`config.mk`:
```
export PLATFORM = sky130hd
export DESIGN_NAME = csat_exhaustive_sequencer_flat
export DESIGN_NICKNAME = d
export VERILOG_FILES = /design/src/rtl/csat_exhaustive_sequencer_if.sv /design/src/rtl/csat_exhaustive_sequencer.sv /design/src/flat_wrapper.sv
export SDC_FILE = /design/constraint.sdc
export NUM_CORES = 1
export LEC_CHECK = 0
export CAP_MARGIN = 30
export CORE_AREA = 2 2 63 89
export CTS_CLUSTER_DIAMETER = 40
export DETAILED_ROUTE_END_ITERATION = 8
export DIE_AREA = 0 0 65 91
export GPL_ROUTABILITY_DRIVEN = 1
export GPL_TIMING_DRIVEN = 0
export HOLD_SLACK_MARGIN = 0.1
export PLACE_DENSITY = 0.78
export SLEW_MARGIN = 20
export SYNTH_ARGS = -nofsm -noshare
export SYNTH_HDL_FRONTEND = slang
export SYNTH_SLANG_ARGS = --single-unit
```
`constraint.sdc`:
```
create_clock -name clk -period 2.1 [get_ports clk]
set_clock_uncertainty 0.15 [all_clocks]
set_input_delay 0.42 -clock clk [delete_from_list [all_inputs] [get_ports clk]]
set_output_delay 0.42 -clock clk [all_outputs]
set_load 0.02 [all_outputs]
```
`src/rtl/csat_exhaustive_sequencer_if.sv`:
```
// Handshake/result bundle between the exhaustive CSAT sequencer and its environment.
interface csat_exhaustive_sequencer_if #(
  parameter int unsigned N_IN = 13
);
  logic            start_i;
  logic            abort_i;
  logic            sat_i;
  logic [N_IN-1:0] assign_o;
  logic            busy_o;
  logic            done_o;
  logic            found_o;
  logic [N_IN-1:0] solution_o;
  logic [N_IN:0]   checked_o;

  // Environment side: drives control and the benchmark 'sat' result.
  modport master (
    output start_i, abort_i, sat_i,
    input  assign_o, busy_o, done_o, found_o, solution_o, checked_o
  );

  // Sequencer side.
  modport slave (
    input  start_i, abort_i, sat_i,
    output assign_o, busy_o, done_o, found_o, solution_o, checked_o
  );
endinterface

```
`src/rtl/csat_exhaustive_sequencer.sv`:
```
// Brute-force CSAT controller: walks every input assignment, one per clock, and
// stops on the first satisfying one or reports UNSAT after the last.
module csat_exhaustive_sequencer #(
  parameter int unsigned N_IN        = 13,
  parameter int unsigned SAT_LATENCY = 0
) (
  input  logic                        clk,
  input  logic                        rst_n,
  csat_exhaustive_sequencer_if.slave  bus
);
  localparam int unsigned     CW         = N_IN + 1;
  localparam logic [N_IN-1:0] ASSIGN_MAX = {N_IN{1'b1}};

  typedef enum logic [1:0] {
    S_IDLE  = 2'd0,
    S_RUN   = 2'd1,
    S_DRAIN = 2'd2,
    S_DONE  = 2'd3
  } state_e;

  state_e          state_q, state_d;
  logic [N_IN-1:0] assign_q, assign_d;
  logic [N_IN-1:0] solution_q, solution_d;
  logic [CW-1:0]   checked_q, checked_d;
  logic            found_q, found_d;
  logic            busy_q, busy_d;
  logic            done_q, done_d;

  logic            busy_c;
  logic            abort_c;
  logic            issue_c;
  logic            tag_valid_c;
  logic [N_IN-1:0] tag_c;
  logic            hit_c;
  logic            last_c;
  logic            flush_c;

  assign busy_c  = (state_q == S_RUN) || (state_q == S_DRAIN);
  assign abort_c = busy_c && bus.abort_i;
  assign issue_c = (state_q == S_RUN);
  assign hit_c   = busy_c && tag_valid_c && bus.sat_i;
  // The final assignment reaching the evaluation point ends a drain.
  assign last_c  = tag_valid_c && (tag_c == ASSIGN_MAX);
  assign flush_c = hit_c || abort_c;

  // Tag pipeline aligning each issued assignment with the sat_i it produces.
  if (SAT_LATENCY == 0) begin : g_no_pipe
    assign tag_valid_c = issue_c;
    assign tag_c       = assign_q;
  end else begin : g_pipe
    logic [SAT_LATENCY-1:0] vld_q, vld_d;
    logic [N_IN-1:0]        tag_q [SAT_LATENCY];
    logic [N_IN-1:0]        tag_d [SAT_LATENCY];

    // Shift in the current issue; a hit or abort discards everything in flight.
    always_comb begin
      vld_d    = '0;
      tag_d    = tag_q;
      vld_d[0] = issue_c && !flush_c;
      tag_d[0] = assign_q;
      for (int i = 1; i < int'(SAT_LATENCY); i++) begin
        vld_d[i] = vld_q[i-1] && !flush_c;
        tag_d[i] = tag_q[i-1];
      end
    end

    // Tag pipeline registers.
    always_ff @(posedge clk or negedge rst_n) begin
      if (!rst_n) begin
        vld_q <= '0;
        for (int i = 0; i < int'(SAT_LATENCY); i++) tag_q[i] <= '0;
      end else begin
        vld_q <= vld_d;
        tag_q <= tag_d;
      end
    end

    assign tag_valid_c = vld_q[SAT_LATENCY-1];
    assign tag_c       = tag_q[SAT_LATENCY-1];
  end

  // State register.
  always_ff @(posedge clk or negedge rst_n) begin
    if (!rst_n) state_q <= S_IDLE;
    else        state_q <= state_d;
  end

  // Next-state logic: abort beats hit, hit beats exhaustion.
  always_comb begin
    state_d = state_q;
    unique case (state_q)
      S_IDLE, S_DONE: begin
        if (bus.abort_i)      state_d = S_IDLE;
        else if (bus.start_i) state_d = S_RUN;
      end
      S_RUN: begin
        if (bus.abort_i)                state_d = S_IDLE;
        else if (hit_c)                 state_d = S_DONE;
        else if (assign_q == ASSIGN_MAX)
          state_d = (SAT_LATENCY == 0) ? S_DONE : S_DRAIN;
      end
      S_DRAIN: begin
        if (bus.abort_i)           state_d = S_IDLE;
        else if (hit_c || last_c)  state_d = S_DONE;
      end
      default: state_d = S_IDLE;
    endcase
  end

  // Output/datapath next values; all results are registered.
  always_comb begin
    assign_d   = assign_q;
    solution_d = solution_q;
    checked_d  = checked_q;
    found_d    = found_q;
    busy_d     = (state_d == S_RUN) || (state_d == S_DRAIN);
    done_d     = (state_d == S_DONE);
    unique case (state_q)
      S_IDLE, S_DONE: begin
        if (bus.abort_i) begin
          found_d = 1'b0;
        end else if (bus.start_i) begin
          assign_d   = '0;
          checked_d  = '0;
          found_d    = 1'b0;
          solution_d = '0;
        end
      end
      S_RUN, S_DRAIN: begin
        if (bus.abort_i) begin
          found_d = 1'b0;
        end else begin
          if (tag_valid_c) checked_d = checked_q + CW'(1);
          if (hit_c) begin
            solution_d = tag_c;
            found_d    = 1'b1;
          end else if ((state_q == S_RUN) && (assign_q != ASSIGN_MAX)) begin
            assign_d = assign_q + N_IN'(1);
          end
        end
      end
      default: ;
    endcase
  end

  // Output/datapath registers.
  always_ff @(posedge clk or negedge rst_n) begin
    if (!rst_n) begin
      assign_q   <= '0;
      solution_q <= '0;
      checked_q  <= '0;
      found_q    <= 1'b0;
      busy_q     <= 1'b0;
      done_q     <= 1'b0;
    end else begin
      assign_q   <= assign_d;
      solution_q <= solution_d;
      checked_q  <= checked_d;
      found_q    <= found_d;
      busy_q     <= busy_d;
      done_q     <= done_d;
    end
  end

  assign bus.assign_o   = assign_q;
  assign bus.solution_o = solution_q;
  assign bus.checked_o  = checked_q;
  assign bus.found_o    = found_q;
  assign bus.busy_o     = busy_q;
  assign bus.done_o     = done_q;
endmodule

```
`src/flat_wrapper.sv`:
```
// flat-port wrapper written by rule: the top's interface ports become plain ports
module csat_exhaustive_sequencer_flat 
#(
  parameter int unsigned N_IN        = 13,
  parameter int unsigned SAT_LATENCY = 0
)
  (clk, rst_n, bus_start_i, bus_abort_i, bus_sat_i, bus_assign_o, bus_busy_o, bus_done_o, bus_found_o, bus_solution_o, bus_checked_o);
  csat_exhaustive_sequencer_if #(.N_IN(N_IN)) bus_i ();
  input  logic clk;
  input  logic rst_n;
  input wire logic [$bits(bus_i.start_i)-1:0] bus_start_i;
  input wire logic [$bits(bus_i.abort_i)-1:0] bus_abort_i;
  input wire logic [$bits(bus_i.sat_i)-1:0] bus_sat_i;
  output wire logic [$bits(bus_i.assign_o)-1:0] bus_assign_o;
  output wire logic [$bits(bus_i.busy_o)-1:0] bus_busy_o;
  output wire logic [$bits(bus_i.done_o)-1:0] bus_done_o;
  output wire logic [$bits(bus_i.found_o)-1:0] bus_found_o;
  output wire logic [$bits(bus_i.solution_o)-1:0] bus_solution_o;
  output wire logic [$bits(bus_i.checked_o)-1:0] bus_checked_o;
  assign bus_i.start_i = bus_start_i;
  assign bus_i.abort_i = bus_abort_i;
  assign bus_i.sat_i = bus_sat_i;
  assign bus_assign_o = bus_i.assign_o;
  assign bus_busy_o = bus_i.busy_o;
  assign bus_done_o = bus_i.done_o;
  assign bus_found_o = bus_i.found_o;
  assign bus_solution_o = bus_i.solution_o;
  assign bus_checked_o = bus_i.checked_o;
  csat_exhaustive_sequencer #(.N_IN(N_IN), .SAT_LATENCY(SAT_LATENCY)) u_core (.clk(clk), .rst_n(rst_n), .bus(bus_i));
endmodule
```
After elaboration in Yosys (flattened, before gate mapping)
Index checks and enable logic that the tools add are counted.
{"block": "totals", "ff_bits": 45, "wordCells": 67}
{"block": "op_classes", "eq_ne": 17, "add_sub_neg": 2, "n_mux": 27, "reduce_logical": 14}
{"operator": "$mux W13", "n": 7}
{"operator": "$mux W14", "n": 4}
{"operator": "$pmux W13 S2", "n": 2}
{"operator": "$pmux W14 S2", "n": 1}
{"operator": "$add A14 B1 Y14 const B", "n": 1}
{"operator": "$mux W2", "n": 7}
{"operator": "$add A13 B1 Y13 const B", "n": 1}
{"operator": "$eq A13 B13 Y1 const B", "n": 1}
{"operator": "$ne A13 B13 Y1 const B", "n": 1}
{"operator": "$eq A2 B2 Y1 const B", "n": 4}
{"operator": "$ne A2 B2 Y1 const B", "n": 4}
{"operator": "$reduce_and A4 Y1", "n": 2}
{"operator": "$ne A2 B1 Y1 const B", "n": 3}
{"operator": "$pmux W2 S3", "n": 1}
{"operator": "$reduce_and A5 Y1", "n": 1}
{"operator": "$eq A2 B1 Y1 const B", "n": 2}
{"operator": "$logic_and A1 B1 Y1", "n": 4}
{"operator": "$mux W1", "n": 4}
{"operator": "$reduce_or A2 Y1", "n": 2}
{"operator": "$logic_or A1 B1 Y1", "n": 3}
{"operator": "$ne A3 B2 Y1 const B", "n": 1}
{"operator": "$ne A3 B3 Y1 const B", "n": 1}
{"operator": "$logic_not A2 Y1", "n": 1}
{"operator": "$pmux W1 S2", "n": 1}
{"operator": "$reduce_and A2 Y1", "n": 1}

Logic depth before layout (Yosys ltp)
Gate-level depths: netlist of run 1.
{"block": "logic_depth", "ltp_word": 10, "ltp_mapped": 8}

Least setup slack after synthesis of run 1
No wires, ideal clock.
{"block": "synth_path", "kind": "flip-flop to flip-flop", "start": "register u_core.state_q[0]", "end": "register u_core.assign_q[11] (netlist: u_core.bus.assign_o[11])", "path_buffers": 1, "t_arrival_ns": 2.024, "synth_period_minus_slack_ns": 2.301, "setup_slack_ns": -0.201, "path_stages_with_launch": 8, "cell_sequence": "dfrtp_1 -> inv_1 -> ha_1 -> nor2b_1 -> a2111o_1 -> or2_1 -> buf_2 -> a221o_1"}
{"block": "synth_via", "elab_chain_cells": 6, "word_cells_on_any_way": 17, "classes_between": "eq/ne: 8; mux: 1; reduce/logical: 8"}
{"element": "start, declared", "line": "csat_exhaustive_sequencer.sv:21", "rtl": "state_e state_q, state_d;"}
{"element": "start signal, assigned", "line": "csat_exhaustive_sequencer.sv:85", "rtl": "else state_q <= state_d;"}
{"element": "$eq A2 B1 Y1 / $eq A2 B2 Y1 (equally long branches)"}
{"element": "$logic_or A1 B1 Y1", "line": "csat_exhaustive_sequencer.sv:38", "rtl": "assign busy_c = (state_q == S_RUN) || (state_q == S_DRAIN);"}
{"element": "$logic_and A1 B1 Y1 (2 in series)", "line": "csat_exhaustive_sequencer.sv:41", "rtl": "assign hit_c = busy_c && tag_valid_c && bus.sat_i;"}
{"element": "$ne A2 B2 Y1 (no source line)"}
{"element": "$reduce_and A5 Y1 (no source line)"}
{"element": "end signal, assigned", "line": "csat_exhaustive_sequencer.sv:156", "rtl": "assign_q <= assign_d;"}
{"element": "end, declared", "line": "csat_exhaustive_sequencer.sv:22", "rtl": "logic [N_IN-1:0] assign_q, assign_d;"}
Parallel ways exist; a longest one is shown, timed or not.
A chain may end at the register's enable or synchronous reset.

Worst setup path in the final report of run 1
{"block": "layout_path", "start": "register u_core.state_q[0]", "end": "register u_core.assign_q[10] (netlist: u_core.bus.assign_o[10])"}
The elaborated chain is that of the path after synthesis.

==> results of run 1 <==
==> worst paths after layout <==
kind | slack [ns] | from | cells after the start | to
min reg2reg | 0.36 | u_core.bus.solution_o[0] | 1 | u_core.bus.solution_o[0]
max | -0.12 | u_core.state_q[0] | 7 | u_core.bus.assign_o[10]
min | 0.36 | u_core.bus.solution_o[0] | 1 | u_core.bus.solution_o[0]
max reg2reg | -0.12 | u_core.state_q[0] | 7 | u_core.bus.assign_o[10]
min in group asynchronous | 0.40 | rst_n | 2 | u_core.bus.solution_o[5]
max in group asynchronous | 0.90 | rst_n | 3 | u_core.bus.assign_o[0]
==> kinds of logic after synthesis <==
family	Yosys count	share of synthesized area, %
compound gates	62	19.2
fa+ha+maj	5	2.72
buf+inv	19	3.26
flops	45	48.9
mux	5	2.23
simple gates	101	23.7
==> routing by layer <==
| layer | vias to the layer above | wire length [µm] |
|---|---|---|
| met5 | - | 0 |
| met1 | 1060 | 2520 |
| met2 | 71 | 3100 |
| li1 | 1005 | - |
| met3 | 14 | 231 |
| met4 | 0 | 114 |
==> per-stage QoR <==
| step | setup slack, ns | std cells | TNS, ns | total power, mW | util, % |
|---|---|---|---|---|---|
| 2_1_floorplan | -0.0469 | 237 | -0.188 | 1.53 | - |
| 4_1_cts | -0.120 | 364 | -0.900 | 2.48 | 60.7 |
| 5_1_grt | -0.183 | 365 | -2.23 | 2.63 | 61.9 |
| 6_report | -0.121 | 365 | -0.967 | 2.48 | 61.9 |
| 3_3_place_gp | -0.825 | 350 | -51.91 | 1.88 | 57.2 |
| 3_5_place_dp | -0.589 | 351 | -16.01 | 1.90 | 57.5 |
==> layout make-up <==
class	count	area, µm²
Timing Repair Buffer	56	549
Sequential cell	45	1130
Clock buffer	5	68.8
Buffer	11	61.3
Tap cell	66	82.6
Multi-Input combinational cell	173	1210
Inverter	6	22.5
Clock inverter	3	22.5
Fill cell	428	1940
==> cell usage in the layout, fill, tap and decap left out, drive strengths merged, types with 6 or more instances in the layout <==
cell / Yosys / layout
a21oi: 10 / 10
a22o: 15 / 15
buf: 4 / 13
clkbuf: 9 / 12
clkdlybuf4s50: 0 / 43
dfrtp: 45 / 45
inv: 6 / 6
nand2: 22 / 22
nand3: 13 / 13
nor2: 12 / 12
nor3: 7 / 7
nor4: 10 / 10
o21ai: 16 / 16
or2: 6 / 6
==> timing repair <==
action / 4_1_cts / 5_1_grt
pin swaps: 4 / 1
setup endpoints to repair: 39 / 33
buffers inserted: 5 / 1
endpoints found under the hold margin: 13 / 0
resized for setup: 12 / 20
gates cloned: 1 / 0
hold buffers: 1 / 0
==> sequential cells by signal, indices dropped and copies added (netlist names) <==
name and flops:
u_core.bus.assign_o 13, u_core.bus.busy_o 1, u_core.bus.checked_o 14, u_core.bus.done_o 1
u_core.bus.found_o 1, u_core.bus.solution_o 13, u_core.state_q 2
==> power breakdown <==
group	switching, mW	leakage (nW)	internal (mW)
sequential	0.209	0.614	0.979
combinational	0.382	0.687	0.361
clock	0.318	0.0481	0.237
==> impl_metrics.xml, run 1 <==
<?xml version="1.0" encoding="UTF-8"?>
<metrics>
  <group name="run_status">
    <metric name="status" unit="">finished with violations</metric>
    <metric name="failed_checks" unit="">setup timing</metric>
  </group>
  <group name="clock_tree">
    <metric name="clock_tree_from_tritoncts" unit="">done</metric>
    <metric name="ctsLongestPathBuffers" unit="">2</metric>
    <metric name="clk_latency" unit="ns">0.30</metric>
    <metric name="cts_made_buffers" unit="">5</metric>
    <metric name="htree_num_levels" unit="">2</metric>
    <metric name="cts_sinks" unit="">45</metric>
    <metric name="path_clk_slew" unit="ns">0.09</metric>
    <metric name="root_buffer" unit="">clkbuf_8</metric>
  </group>
  <group name="routing">
    <metric name="routed-via-count" unit="">2150</metric>
    <metric name="viasPerCell" unit="">5.89</metric>
    <metric name="postRouteAntennaNets" unit="">0</metric>
    <metric name="dr.pass1.iters" unit="">6</metric>
    <metric name="post_drt_wl_per_cell" unit="µm">16.3</metric>
    <metric name="drt_drc_violations_left" unit="">0</metric>
    <metric name="initialDrtViolationCount" unit="">115</metric>
    <metric name="finalWirelength" unit="µm">5960</metric>
  </group>
  <group name="die">
    <metric name="boundaryPins" unit="">48</metric>
    <metric name="dieHeight" unit="µm">91</metric>
    <metric name="fp-row-count" unit="">31</metric>
    <metric name="initial_core_util" unit="%">45.3</metric>
    <metric name="core-area" unit="µm²">5080</metric>
    <metric name="die_w" unit="µm">65</metric>
    <metric name="die_area" unit="µm²">5920</metric>
  </group>
  <group name="final_layout">
    <metric name="fin_nets" unit="">308</metric>
    <metric name="stdcell_area" unit="µm²">3140</metric>
    <metric name="synthToLayoutAreaGrowth" unit="%">36.6</metric>
    <metric name="final_layout_size_suffix_gt1_share" unit="%">17.1</metric>
    <metric name="antennaDiodeCount" unit="">0</metric>
  </group>
  <group name="critical_path">
    <metric name="critPathBufInv" unit="">2</metric>
    <metric name="critical_path.endpoint_type" unit="">flip-flop</metric>
    <metric name="cp.required" unit="ns">2.14</metric>
    <metric name="arrival" unit="ns">2.26</metric>
    <metric name="crit_chain" unit="">inv_2 &gt; ha_4 &gt; nor2b_4 &gt; a2111o_1 &gt; or2_4 &gt; buf_6 &gt; a221o_1</metric>
    <metric name="cp_startpoint_kind" unit="">flip-flop</metric>
    <metric name="timing.critical_path.slowest_stage_cell" unit="">dfrtp_2</metric>
    <metric name="crit_type" unit="">reg2reg</metric>
    <metric name="cp_max_fo" unit="">5</metric>
    <metric name="critical_path.top_delay_family" unit="">compound AO/OA/AOI/OAI gates</metric>
    <metric name="max_stage_delay" unit="ns">0.43</metric>
  </group>
  <group name="logic_synthesis">
    <metric name="synth.top_cell.area_share" unit="%">48.9</metric>
    <metric name="syn_area_per_cell" unit="µm²">9.71</metric>
    <metric name="synth-async-reset-ratio" unit="%">100</metric>
    <metric name="ys.warnings.count" unit="">0</metric>
    <metric name="synthesized_nets" unit="">247</metric>
    <metric name="syn_area" unit="µm²">2300</metric>
    <metric name="synthFlopType" unit="">dfrtp_1</metric>
    <metric name="synth.area.top_cells" unit="">dfrtp_1 49%, a22o_1 5.7%, nand2_1 3.6%</metric>
    <metric name="number_of_synthesized_register_bits" unit="">45</metric>
    <metric name="ys_types" unit="">39</metric>
    <metric name="netlist_instances" unit="">237</metric>
    <metric name="yosys.area.top_type" unit="">dfrtp_1</metric>
    <metric name="synth_most_common_cell" unit="">dfrtp_1</metric>
    <metric name="yosys-top-cells-count" unit="">45 x dfrtp_1, 22 x nand2_1, 16 x o21ai_0</metric>
    <metric name="number_of_enable_flip_flop_cells_after_synthesis" unit="">0</metric>
    <metric name="yosysSeqAreaShare" unit="%">48.9</metric>
  </group>
  <group name="global_route">
    <metric name="use_met2" unit="%">38.4</metric>
    <metric name="gr-total-overflow" unit="">0</metric>
    <metric name="grt_max_degree" unit="">33</metric>
    <metric name="groute.layer.met3.usage" unit="%">4.58</metric>
    <metric name="first_global_vias" unit="">2181</metric>
    <metric name="global_route.usage.met1" unit="%">25.2</metric>
    <metric name="grt.total_usage" unit="%">21.8</metric>
    <metric name="grt_antenna_before_repair" unit="">0</metric>
    <metric name="grt_busiest_layer" unit="">met2</metric>
    <metric name="first_pass_grt_wire_length" unit="µm">10200</metric>
  </group>
  <group name="timing">
    <metric name="minimum_clock_period" unit="ns">2.22</metric>
    <metric name="timing.final.ws_setup" unit="ns">-0.121</metric>
    <metric name="max_slew_margin" unit="%">64.9</metric>
    <metric name="rsz0062_at_grt" unit="">true</metric>
    <metric name="final.hold.worst_slack" unit="ns">0.356</metric>
    <metric name="finalSetupViolCount" unit="">14</metric>
    <metric name="clock.fmax" unit="MHz">450</metric>
    <metric name="hold_viol_final" unit="">0</metric>
    <metric name="layout_worst_path_cycle_share" unit="%">106</metric>
    <metric name="final_max_slew_viol_count" unit="">0</metric>
    <metric name="tightestPinTransition" unit="ns">0.526</metric>
  </group>
  <group name="placed_design">
    <metric name="dpl.hpwl" unit="µm">4110</metric>
    <metric name="port_buffers" unit="">47</metric>
    <metric name="placement.cell_area" unit="µm²">2920</metric>
    <metric name="place_congestion" unit="">0.850</metric>
  </group>
  <group name="pwr">
    <metric name="max-vdd-ir-drop" unit="mV">0.558</metric>
    <metric name="power-per-cell-area" unit="nW/µm²">791</metric>
    <metric name="leakagePower" unit="nW">1.35</metric>
  </group>
  <group name="run">
    <metric name="cap_violations" unit="">0</metric>
  </group>
  <group name="worst_hold_path">
    <metric name="worst_hold_check_path_type" unit="">reg2reg</metric>
  </group>
</metrics>
Power figures use the tool's default switching activity.
==> run 2, diff against run 1 <==
CAP_MARGIN = default   (was 30)
==> impl_metrics.xml, run 2 (synthesized netlist as in run 1, its figures left out) <==
<?xml version="1.0" encoding="UTF-8"?>
<metrics>
  <group name="global_route">
    <metric name="grt_max_degree" unit="">33</metric>
    <metric name="grt_antenna_before_repair" unit="">0</metric>
    <metric name="first_global_vias" unit="">2181</metric>
    <metric name="gr-total-overflow" unit="">0</metric>
    <metric name="first_pass_grt_wire_length" unit="µm">10200</metric>
    <metric name="grt.total_usage" unit="%">21.8</metric>
  </group>
  <group name="final_layout">
    <metric name="final_cell_count_no_fill" unit="">365</metric>
    <metric name="largest_reg_flops" unit="">14</metric>
    <metric name="mostFrequentLayoutCells" unit="">43 x clkdlybuf4s50_1, 43 x dfrtp_1, 22 x nand2_1, 15 x a22o_1, 14 x o21ai_0</metric>
    <metric name="synthToLayoutAreaGrowth" unit="%">36.6</metric>
    <metric name="stdcell_area" unit="µm²">3140</metric>
    <metric name="filler_cell_count" unit="">428</metric>
    <metric name="antennaDiodeCount" unit="">0</metric>
    <metric name="final_layout_size_suffix_gt1_share" unit="%">17.1</metric>
    <metric name="finalCoreUtilization" unit="%">61.9</metric>
    <metric name="fin_nets" unit="">308</metric>
  </group>
  <group name="critical_path">
    <metric name="critical_r2r_launch" unit="">u_core.state_q[0]</metric>
    <metric name="cells_on_worst_reg2reg_path" unit="">7</metric>
    <metric name="critical_path.endpoint_type" unit="">flip-flop</metric>
    <metric name="cp.required" unit="ns">2.14</metric>
    <metric name="cp_startpoint_kind" unit="">flip-flop</metric>
    <metric name="cp_max_fo" unit="">5</metric>
    <metric name="reg2reg_setup_slack" unit="ns">-0.12</metric>
    <metric name="arrival" unit="ns">2.26</metric>
    <metric name="endpoint_of_the_most_critical_register_to_register_path" unit="">u_core.bus.assign_o[10]</metric>
    <metric name="crit_type" unit="">reg2reg</metric>
  </group>
  <group name="timing">
    <metric name="minimum_clock_period" unit="ns">2.22</metric>
    <metric name="max_slew_margin" unit="%">64.9</metric>
    <metric name="finalSetupViolCount" unit="">14</metric>
    <metric name="hold_viol_final" unit="">0</metric>
    <metric name="tightestPinTransition" unit="ns">0.526</metric>
    <metric name="final.hold.worst_slack" unit="ns">0.356</metric>
    <metric name="final_max_slew_viol_count" unit="">0</metric>
    <metric name="rsz0062_at_grt" unit="">true</metric>
    <metric name="timing.final.ws_setup" unit="ns">-0.121</metric>
    <metric name="clock.fmax" unit="MHz">450</metric>
    <metric name="layout_worst_path_cycle_share" unit="%">106</metric>
  </group>
  <group name="clock_tree">
    <metric name="clock_tree_from_tritoncts" unit="">done</metric>
    <metric name="root_buffer" unit="">clkbuf_8</metric>
    <metric name="clk_latency" unit="ns">0.30</metric>
    <metric name="ctsLongestPathBuffers" unit="">2</metric>
    <metric name="htree_num_levels" unit="">2</metric>
    <metric name="path_clk_slew" unit="ns">0.09</metric>
    <metric name="cts_sinks" unit="">45</metric>
    <metric name="cts_made_buffers" unit="">5</metric>
  </group>
  <group name="die">
    <metric name="dieHeight" unit="µm">91</metric>
    <metric name="initial_core_util" unit="%">45.3</metric>
    <metric name="die_area" unit="µm²">5920</metric>
    <metric name="boundaryPins" unit="">48</metric>
    <metric name="fp-row-count" unit="">31</metric>
    <metric name="die_w" unit="µm">65</metric>
    <metric name="core-area" unit="µm²">5080</metric>
  </group>
  <group name="worst_hold_path">
    <metric name="holdPathStages" unit="">1</metric>
    <metric name="hold_start" unit="">u_core.bus.solution_o[0]</metric>
    <metric name="worst_hold_check_path_type" unit="">reg2reg</metric>
    <metric name="worst_hold_path.endpoint" unit="">u_core.bus.solution_o[0]</metric>
  </group>
  <group name="pwr">
    <metric name="power-per-cell-area" unit="nW/µm²">791</metric>
    <metric name="power_switching_share" unit="%">36.6</metric>
    <metric name="max-vdd-ir-drop" unit="mV">0.558</metric>
    <metric name="power.switching" unit="µW">909</metric>
    <metric name="internal_power_consumption" unit="mW">1.58</metric>
    <metric name="seq_power_share" unit="%">47.8</metric>
    <metric name="leakagePower" unit="nW">1.35</metric>
    <metric name="clkPwrFrac" unit="%">22.3</metric>
    <metric name="totalPowerFinal" unit="mW">2.48</metric>
    <metric name="comb_power_share" unit="%">29.9</metric>
  </group>
  <group name="routing">
    <metric name="finalWirelength" unit="µm">5960</metric>
    <metric name="dr.pass1.iters" unit="">6</metric>
    <metric name="post_drt_wl_per_cell" unit="µm">16.3</metric>
    <metric name="routed-via-count" unit="">2150</metric>
    <metric name="viasPerCell" unit="">5.89</metric>
    <metric name="postRouteAntennaNets" unit="">0</metric>
    <metric name="initialDrtViolationCount" unit="">115</metric>
    <metric name="drt_drc_violations_left" unit="">0</metric>
  </group>
  <group name="placed_design">
    <metric name="dpl.cell_count" unit="">351</metric>
    <metric name="placement.cell_area" unit="µm²">2920</metric>
    <metric name="dpl.hpwl" unit="µm">4110</metric>
    <metric name="place_congestion" unit="">0.850</metric>
    <metric name="port_buffers" unit="">47</metric>
  </group>
  <group name="run_status">
    <metric name="status" unit="">finished with violations</metric>
    <metric name="failed_checks" unit="">setup timing</metric>
  </group>
  <group name="run">
    <metric name="cap_violations" unit="">0</metric>
  </group>
</metrics>
[run 2: cell counts in the layout (fill, tap and decap cells not counted)]
Identical to the previous run, type by type.
[run 2: worst max path at each step]
stage	end	from	slack, ns	cells after the start
after floorplan	u_core.bus.assign_o[11]	u_core.state_q[1]	-0.05	7
after global placement	u_core.bus.solution_o[2]	rst_n	-0.83	1
after detailed placement	u_core.bus.checked_o[10]	bus_abort_i	-0.59	7
after CTS	u_core.bus.assign_o[10]	u_core.state_q[0]	-0.12	7
after global routing	u_core.bus.assign_o[7]	u_core.state_q[0]	-0.18	7
final	u_core.bus.assign_o[10]	u_core.state_q[0]	-0.12	7
[run 2: layer usage]
layer  up-vias  global-route usage (%)  part of all wire [%]
met1      1060                    25.2                    42
met3        14                    4.58                   3.9
li1       1005                       -                     -
met2        71                    38.4                    52
met4         0                    8.87                   1.9
met5         -                       0                     0
[run 2: critical path: stages, from the launching register on]
cell,delay (ns)
dfrtp_2,0.43
inv_2,0.07
ha_4,0.20
nor2b_4,0.13
a2111o_1,0.43
or2_4,0.26
buf_6,0.13
a221o_1,0.30
[run 2: power by group through the flow]
| stage | registers (mW) | logic (mW) | clock network, mW |
|---|---|---|---|
| floorplan | 1.28 | 0.250 | 0 |
| global route | 1.21 | 0.803 | 0.616 |
| CTS | 1.18 | 0.730 | 0.572 |
| finish | 1.19 | 0.743 | 0.555 |
| global placement | 1.19 | 0.691 | 0 |
| detailed placement | 1.19 | 0.707 | 0 |
[run 2: timing repair]
item / 4_1_cts / 5_1_grt
buffers inserted: 5 / 1
hold buffers: 1 / 0
pin swaps: 4 / 1
endpoints found under the setup margin: 39 / 33
resized for setup: 12 / 20
cloned: 1 / 0
hold endpoints to repair: 13 / 0
[run 2: metrics by stage]
| step | TNS [ns] | worst slack, ns |
|---|---|---|
| 3_3_place_gp | -51.91 | -0.825 |
| 6_report | -0.967 | -0.121 |
| 4_1_cts | -0.900 | -0.120 |
| 3_5_place_dp | -16.01 | -0.589 |
| 5_1_grt | -2.23 | -0.183 |
| 2_1_floorplan | -0.188 | -0.0469 |
[run 2: cell type report]
cell class	instances	area (µm²)	share of cell area, %
plain buffers	11	61.3	1.95
clock buffers	5	68.8	2.19
clock inverters	3	22.5	0.717
inverters	6	22.5	0.717
multi-input cells	173	1210	38.4
flip-flops and latches	45	1130	35.9
well taps	66	82.6	2.63
repair buffers	56	549	17.5
